==> src/rtl/mem_stage_pkg.sv <==
// Shared definitions for the MEM pipeline stage: memory opcodes, FSM encoding,
// write-back bundle layout and the default access timeout.
package mem_stage_pkg;

    localparam logic [5:0] OP_LOAD  = 6'b010100;
    localparam logic [5:0] OP_STORE = 6'b010101;

    localparam int unsigned TIMEOUT_CYCLES_DFLT = 64;

    typedef logic [1:0] state_t;

    localparam state_t StIdle = 2'd0;
    localparam state_t StBusy = 2'd1;
    localparam state_t StErr  = 2'd2;

    typedef struct packed {
        logic        we;
        logic [5:0]  op;
        logic [15:0] data;
        logic [1:0]  flag;
    } wb_t;

    function automatic logic is_mem_op(input logic [5:0] op);
        return (op == OP_LOAD) || (op == OP_STORE);
    endfunction

endpackage

==> src/rtl/mem_timeout.sv <==
// BUSY-cycle watchdog for the MEM stage; expired rises on the TIMEOUT_CYCLES-th
// enabled cycle after a clear. Only instantiated when MEM_TIMEOUT_EN is defined.
module mem_timeout
    import mem_stage_pkg::*;
#(
    parameter int unsigned TIMEOUT_CYCLES = TIMEOUT_CYCLES_DFLT
) (
    input  logic clk,
    input  logic reset,
    input  logic clear,
    input  logic enable,
    output logic expired
);

    localparam int unsigned CntW = $clog2(TIMEOUT_CYCLES + 1);

    logic [CntW-1:0] count_q, count_d;

    assign expired = enable && (count_q == CntW'(TIMEOUT_CYCLES - 1));

    always_comb begin
        count_d = count_q;
        if (clear) begin
            count_d = '0;
        end else if (enable && !expired) begin
            count_d = count_q + 1'b1;
        end
    end

    always_ff @(posedge clk or negedge reset) begin
        if (!reset) begin
            count_q <= '0;
        end else begin
            count_q <= count_d;
        end
    end

endmodule

==> src/rtl/mem_stage.sv <==
// MEM pipeline stage: issues one data-memory access per LOAD/STORE and stalls
// upstream until mem_ack. Define MEM_TIMEOUT_EN to abort accesses that hang.
module mem_stage
    import mem_stage_pkg::*;
#(
    parameter int unsigned TIMEOUT_CYCLES = TIMEOUT_CYCLES_DFLT
) (
    input  logic        clk,
    input  logic        reset,
    input  logic        valid_ex,
    input  logic [5:0]  op_ex,
    input  logic [15:0] ans_ex,
    input  logic [15:0] DM_data,
    input  logic [1:0]  flag_ex,
    output logic        mem_req,
    output logic        mem_we,
    output logic [15:0] mem_addr,
    output logic [15:0] mem_wdata,
    input  logic        mem_ack,
    input  logic [15:0] mem_rdata,
    output logic        stall,
    output logic        wb_valid,
    output logic        wb_we,
    output logic [5:0]  wb_op,
    output logic [15:0] wb_data,
    output logic [1:0]  flag_mem,
    output logic        mem_err
);

    state_t      state_q, state_d;
    logic        req_q, req_d;
    logic        we_q, we_d;
    logic [15:0] addr_q, addr_d;
    logic [15:0] wdata_q, wdata_d;
    logic        wb_valid_q, wb_valid_d;
    wb_t         wb_q, wb_d;

`ifdef MEM_TIMEOUT_EN
    logic err_q, err_d;
    logic expired;

    mem_timeout #(
        .TIMEOUT_CYCLES(TIMEOUT_CYCLES)
    ) u_timeout (
        .clk    (clk),
        .reset  (reset),
        .clear  (state_q != StBusy),
        .enable (state_q == StBusy),
        .expired(expired)
    );

    assign mem_err = err_q;
`else
    logic unused_timeout_cfg;

    assign unused_timeout_cfg = (TIMEOUT_CYCLES == 0);
    assign mem_err            = 1'b0;
`endif

    assign stall = (state_q != StIdle) || (valid_ex && is_mem_op(op_ex));

    always_comb begin
        state_d    = state_q;
        req_d      = req_q;
        we_d       = we_q;
        addr_d     = addr_q;
        wdata_d    = wdata_q;
        wb_d       = wb_q;
        wb_valid_d = 1'b0;
`ifdef MEM_TIMEOUT_EN
        err_d      = err_q;
`endif
        case (state_q)
            StIdle: begin
                if (valid_ex) begin
                    if (is_mem_op(op_ex)) begin
                        req_d   = 1'b1;
                        we_d    = (op_ex == OP_STORE);
                        addr_d  = ans_ex;
                        wdata_d = DM_data;
                        state_d = StBusy;
                    end else begin
                        wb_d       = '{we: 1'b1, op: op_ex, data: ans_ex, flag: flag_ex};
                        wb_valid_d = 1'b1;
                    end
                end
            end
            StBusy: begin
                if (mem_ack) begin
                    req_d      = 1'b0;
                    we_d       = 1'b0;
                    wb_valid_d = 1'b1;
                    state_d    = StIdle;
                    if (we_q) begin
                        wb_d = '{we: 1'b0, op: OP_STORE, data: addr_q, flag: 2'b00};
                    end else begin
                        wb_d = '{we: 1'b1, op: OP_LOAD, data: mem_rdata,
                                 flag: {(mem_rdata == 16'h0000), 1'b0}};
                    end
                end
`ifdef MEM_TIMEOUT_EN
                else if (expired) begin
                    req_d      = 1'b0;
                    we_d       = 1'b0;
                    err_d      = 1'b1;
                    wb_valid_d = 1'b1;
                    wb_d       = '{we: 1'b0, op: (we_q ? OP_STORE : OP_LOAD),
                                   data: addr_q, flag: 2'b00};
                    state_d    = StErr;
                end
`endif
            end
`ifdef MEM_TIMEOUT_EN
            StErr: begin
                state_d = StIdle;
            end
`endif
            default: begin
                state_d = StIdle;
            end
        endcase
    end

    always_ff @(posedge clk or negedge reset) begin
        if (!reset) begin
            state_q    <= StIdle;
            req_q      <= 1'b0;
            we_q       <= 1'b0;
            addr_q     <= '0;
            wdata_q    <= '0;
            wb_valid_q <= 1'b0;
            wb_q       <= '0;
        end else begin
            state_q    <= state_d;
            req_q      <= req_d;
            we_q       <= we_d;
            addr_q     <= addr_d;
            wdata_q    <= wdata_d;
            wb_valid_q <= wb_valid_d;
            wb_q       <= wb_d;
        end
    end

`ifdef MEM_TIMEOUT_EN
    // Sticky abort flag; only reset clears it.
    always_ff @(posedge clk or negedge reset) begin
        if (!reset) begin
            err_q <= 1'b0;
        end else begin
            err_q <= err_d;
        end
    end
`endif

    assign mem_req   = req_q;
    assign mem_we    = we_q;
    assign mem_addr  = addr_q;
    assign mem_wdata = wdata_q;
    assign wb_valid  = wb_valid_q;
    assign wb_we     = wb_q.we;
    assign wb_op     = wb_q.op;
    assign wb_data   = wb_q.data;
    assign flag_mem  = wb_q.flag;

endmodule

==> config.mk <==
export PLATFORM = sky130hd
export DESIGN_NAME = mem_stage
export DESIGN_NICKNAME = d
export VERILOG_FILES = /design/src/rtl/mem_stage_pkg.sv /design/src/rtl/mem_timeout.sv /design/src/rtl/mem_stage.sv
export SDC_FILE = /design/constraint.sdc
export NUM_CORES = 1
export LEC_CHECK = 0
export ABC_CLOCK_PERIOD_IN_PS = 3500
export BUFFER_PORTS_ARGS = -buffer_cell sky130_fd_sc_hd__buf_2
export CORE_MARGIN = 2
export CORE_UTILIZATION = 40
export CTS_CLUSTER_SIZE = 8
export DETAILED_ROUTE_END_ITERATION = 6
export GPL_TIMING_DRIVEN = 1
export PLACE_DENSITY_LB_ADDON = 0.2
export SYNTH_ARGS = -nofsm -noshare
export SYNTH_HDL_FRONTEND = slang
export SYNTH_SLANG_ARGS = --single-unit
==> constraint.sdc <==
create_clock -name clk -period 3.5 [get_ports clk]
set_clock_uncertainty 0.05 [all_clocks]
set_input_delay 0.7 -clock clk [delete_from_list [all_inputs] [get_ports clk]]
set_output_delay 0.7 -clock clk [all_outputs]
set_load 0.01 [all_outputs]
==> flow_summary_export.csv <==
group,metric,value,unit
grt,met2_usage,28.9,%
cells_and_area,antenna_cells,0,
power,p_per_area,714,nW/um^2
yosys,synth.distinct_cells,35,
route,ant_nets,0,
cts,clkTransAtPathRegs,0.07,ns
yosys,async_flop_share,100,%
worst_setup_path,ff2ff_path_depth,4,
route,drtIter0Drc,38,
yosys,ys_top_cells_by_count,"60 x dfrtp_1, 37 x nand2_1, 35 x o21ai_0, 30 x mux2_4, 18 x mux2i_1",
yosys,synth_top_cell_by_area,"dfrtp_1",
power,peakVddDrop,0.281,mV
cts,post_cts_buffers,0,
cts,cts_hold_buf,0,
yosys,yosys_warnings,0,
grt,antenna_found_initial,0,
cells_and_area,drive_gt1_share,50.4,%
yosys,netlist.area_leader.share,53.8,%
worst_setup_path,worstSetupPathType,"in2out",
cts,cts_root_buf,"clkbuf_8",
cts,clkLatencyLatePin,0.33,ns
sta,setup_ws,0.911,ns
yosys,syn_inst,227,
cts,cts.repair.resized,0,
worst_setup_path,ff2ff_setup_slack,1.26,ns
floorplan,die_w,87.6,um
floorplan,die_h,87.6,um
cells_and_area,fill_cells,630,
grt,grt_pass1_wl,10200,um
worst_setup_path,critPathArrivalTime,1.84,ns
cells_and_area,area_growth,30.7,%
grt,grt_pass1_vias,2079,
power,p_leak,1.92,nW
yosys,synth.most_common_cell,"dfrtp_1",
cells_and_area,finish.utilization,54.0,%
route,first_pass_iters,7,
cts,clk_path_buf_depth,2,
sta,rsz0062_at_grt,"false",
yosys,avgSynthCellArea,12.3,um^2
route,wire_per_inst,15.2,um
cells_and_area,fin_nets,410,
cts,tritoncts,"yes",
sta,setup_violations,0,
outcome,outcome,"complete, no violations",
sta,worst_pin_slew,0.708,ns
run,maxCapViolCount,0,
placed_design,gp_congestion,0.752,
sta,fin_tns_setup,0,ns
cts,clock-sinks,60,
route,drc,0,
placed_design,dp_hpwl,4780,um
grt,grt-ovfl-total,0,
sta,finalCriticalPeriod,2.59,ns
route,via_count,2112,
floorplan,start_util,41.3,%
grt,track_usage,17.6,%
yosys,synth_seq_area_share,53.8,%
placed_design,portBuffers,120,
sta,max_freq,0.386,GHz
grt,grt_max_degree,38,
sta,timing.final.crit_share,74.0,%
placed_design,pre_cts_slack,0.909,ns
cts,cts_made_buffers,9,
yosys,ys_top_cells_by_area,"dfrtp_1 54%, mux2_4 16%, mux2i_1 6.5%",
floorplan,die_area,7670,um^2
min_path,hold_path_class,"in2async",
grt,use_met3,3.96,%
route,via_per_inst,4.86,
floorplan,coreArea,6760,um^2
worst_setup_path,r2r_end,"mem_wdata[7]",
grt,busiest_layer,"met2",
sta,slew_headroom,52.8,%
worst_setup_path,crit_required,2.75,ns
grt,use_met1,22.8,%
yosys,synth.ff_latch_count,60,
worst_setup_path,end_kind,"primary output",
yosys,synth_edf_count,0,
sta,finalMaxSlewViolations,0,
sta,hold_viol_final,0,
cts,cts_htree_levels,3,
yosys,synthFlopType,"dfrtp_1",
floorplan,rows,30,
worst_setup_path,crit_fanout,4,
floorplan,ios,122,
yosys,syn_nets,287,
worst_setup_path,r2r_start,"mem_req",
yosys,syn_area,2790,um^2
route,wirelength,6620,um
worst_setup_path,crit_path_start_kind,"input pin",
-- how the worst max path moves through the flow --
stage                     startpoint    end  slack [ns]  cells after the start
after floorplan             op_ex[1]  stall        1.15                      3
after global placement      op_ex[1]  stall        0.92                      5
after detailed placement    op_ex[1]  stall        0.91                      5
after CTS                    mem_req  stall        0.87                      4
after global routing         mem_req  stall        0.75                      4
final                       op_ex[1]  stall        0.91                      5
-- metrics by stage --
stage	instance area, um^2	instances	hold slack [ns]	power, mW
global placement	3450	419	0.409	1.98
CTS	3650	435	0.300	2.64
floorplan	2790	227	0.354	1.62
global route	3650	435	0.325	2.79
finish	3650	435	0.300	2.61
detailed placement	3450	419	0.414	1.99
-- kinds of logic (layout without fill, tap and decap cells) --
kind of cell	Yosys count	after routing	share of synthesized area [%]
other cells	1	1	0.134
compound gates	45	45	9.59
mux	52	52	24.2
flops	60	60	53.8
buf+inv	17	145	3.67
simple gates	52	52	8.65
-- flip-flops by register name, indices dropped and copies added (netlist names) --
signal	cells
wb_op	6
wb_data	16
mem_we	1
flag_mem	2
mem_wdata	16
mem_req	1
wb_we	1
mem_addr	16
wb_valid	1
-- cells in the final DEF (no fill, tap or decap), types with 3 or more instances in the layout --
cell      netlist  final
a22o_1          3      3
buf_2           3    120
buf_4           3      6
clkbuf_8        0     11
dfrtp_1        60     60
mux2_2          3      3
mux2_4         30     30
mux2i_1        18     18
nand2_1        37     37
nor4_1          3      3
o21ai_0        35     35
-- area by class of cell --
type	count	area (um^2)	area share, %
clock buffers	12	155	4.25
inverters	3	11.3	0.309
repair buffers	126	646	17.7
flip-flops and latches	60	1500	41.1
well taps	80	100	2.74
clock inverters	4	47.5	1.30
multi-input cells	150	1190	32.6
-- metal layers --
metal  vias to the layer above  wire length (um)
li1                       1040                 -
met1                       999              3000
met2                        65              3210
met3                         8               326
met4                         0                79
met5                         -                 0
-- worst max-delay path, cell delays in order --
cell     delay, ns
buf_2         0.10
or3b_4        0.43
or3_1         0.37
nand2_1       0.10
buf_2         0.13
-- where the power goes --
group	internal [mW]	switching, mW	leakage [nW]	total [mW]
logic	0.440	0.451	1.06	0.891
registers	0.916	0.165	0.750	1.08
clock network	0.366	0.268	0.102	0.634
No activity file was read; power rests on OpenSTA's default activity.
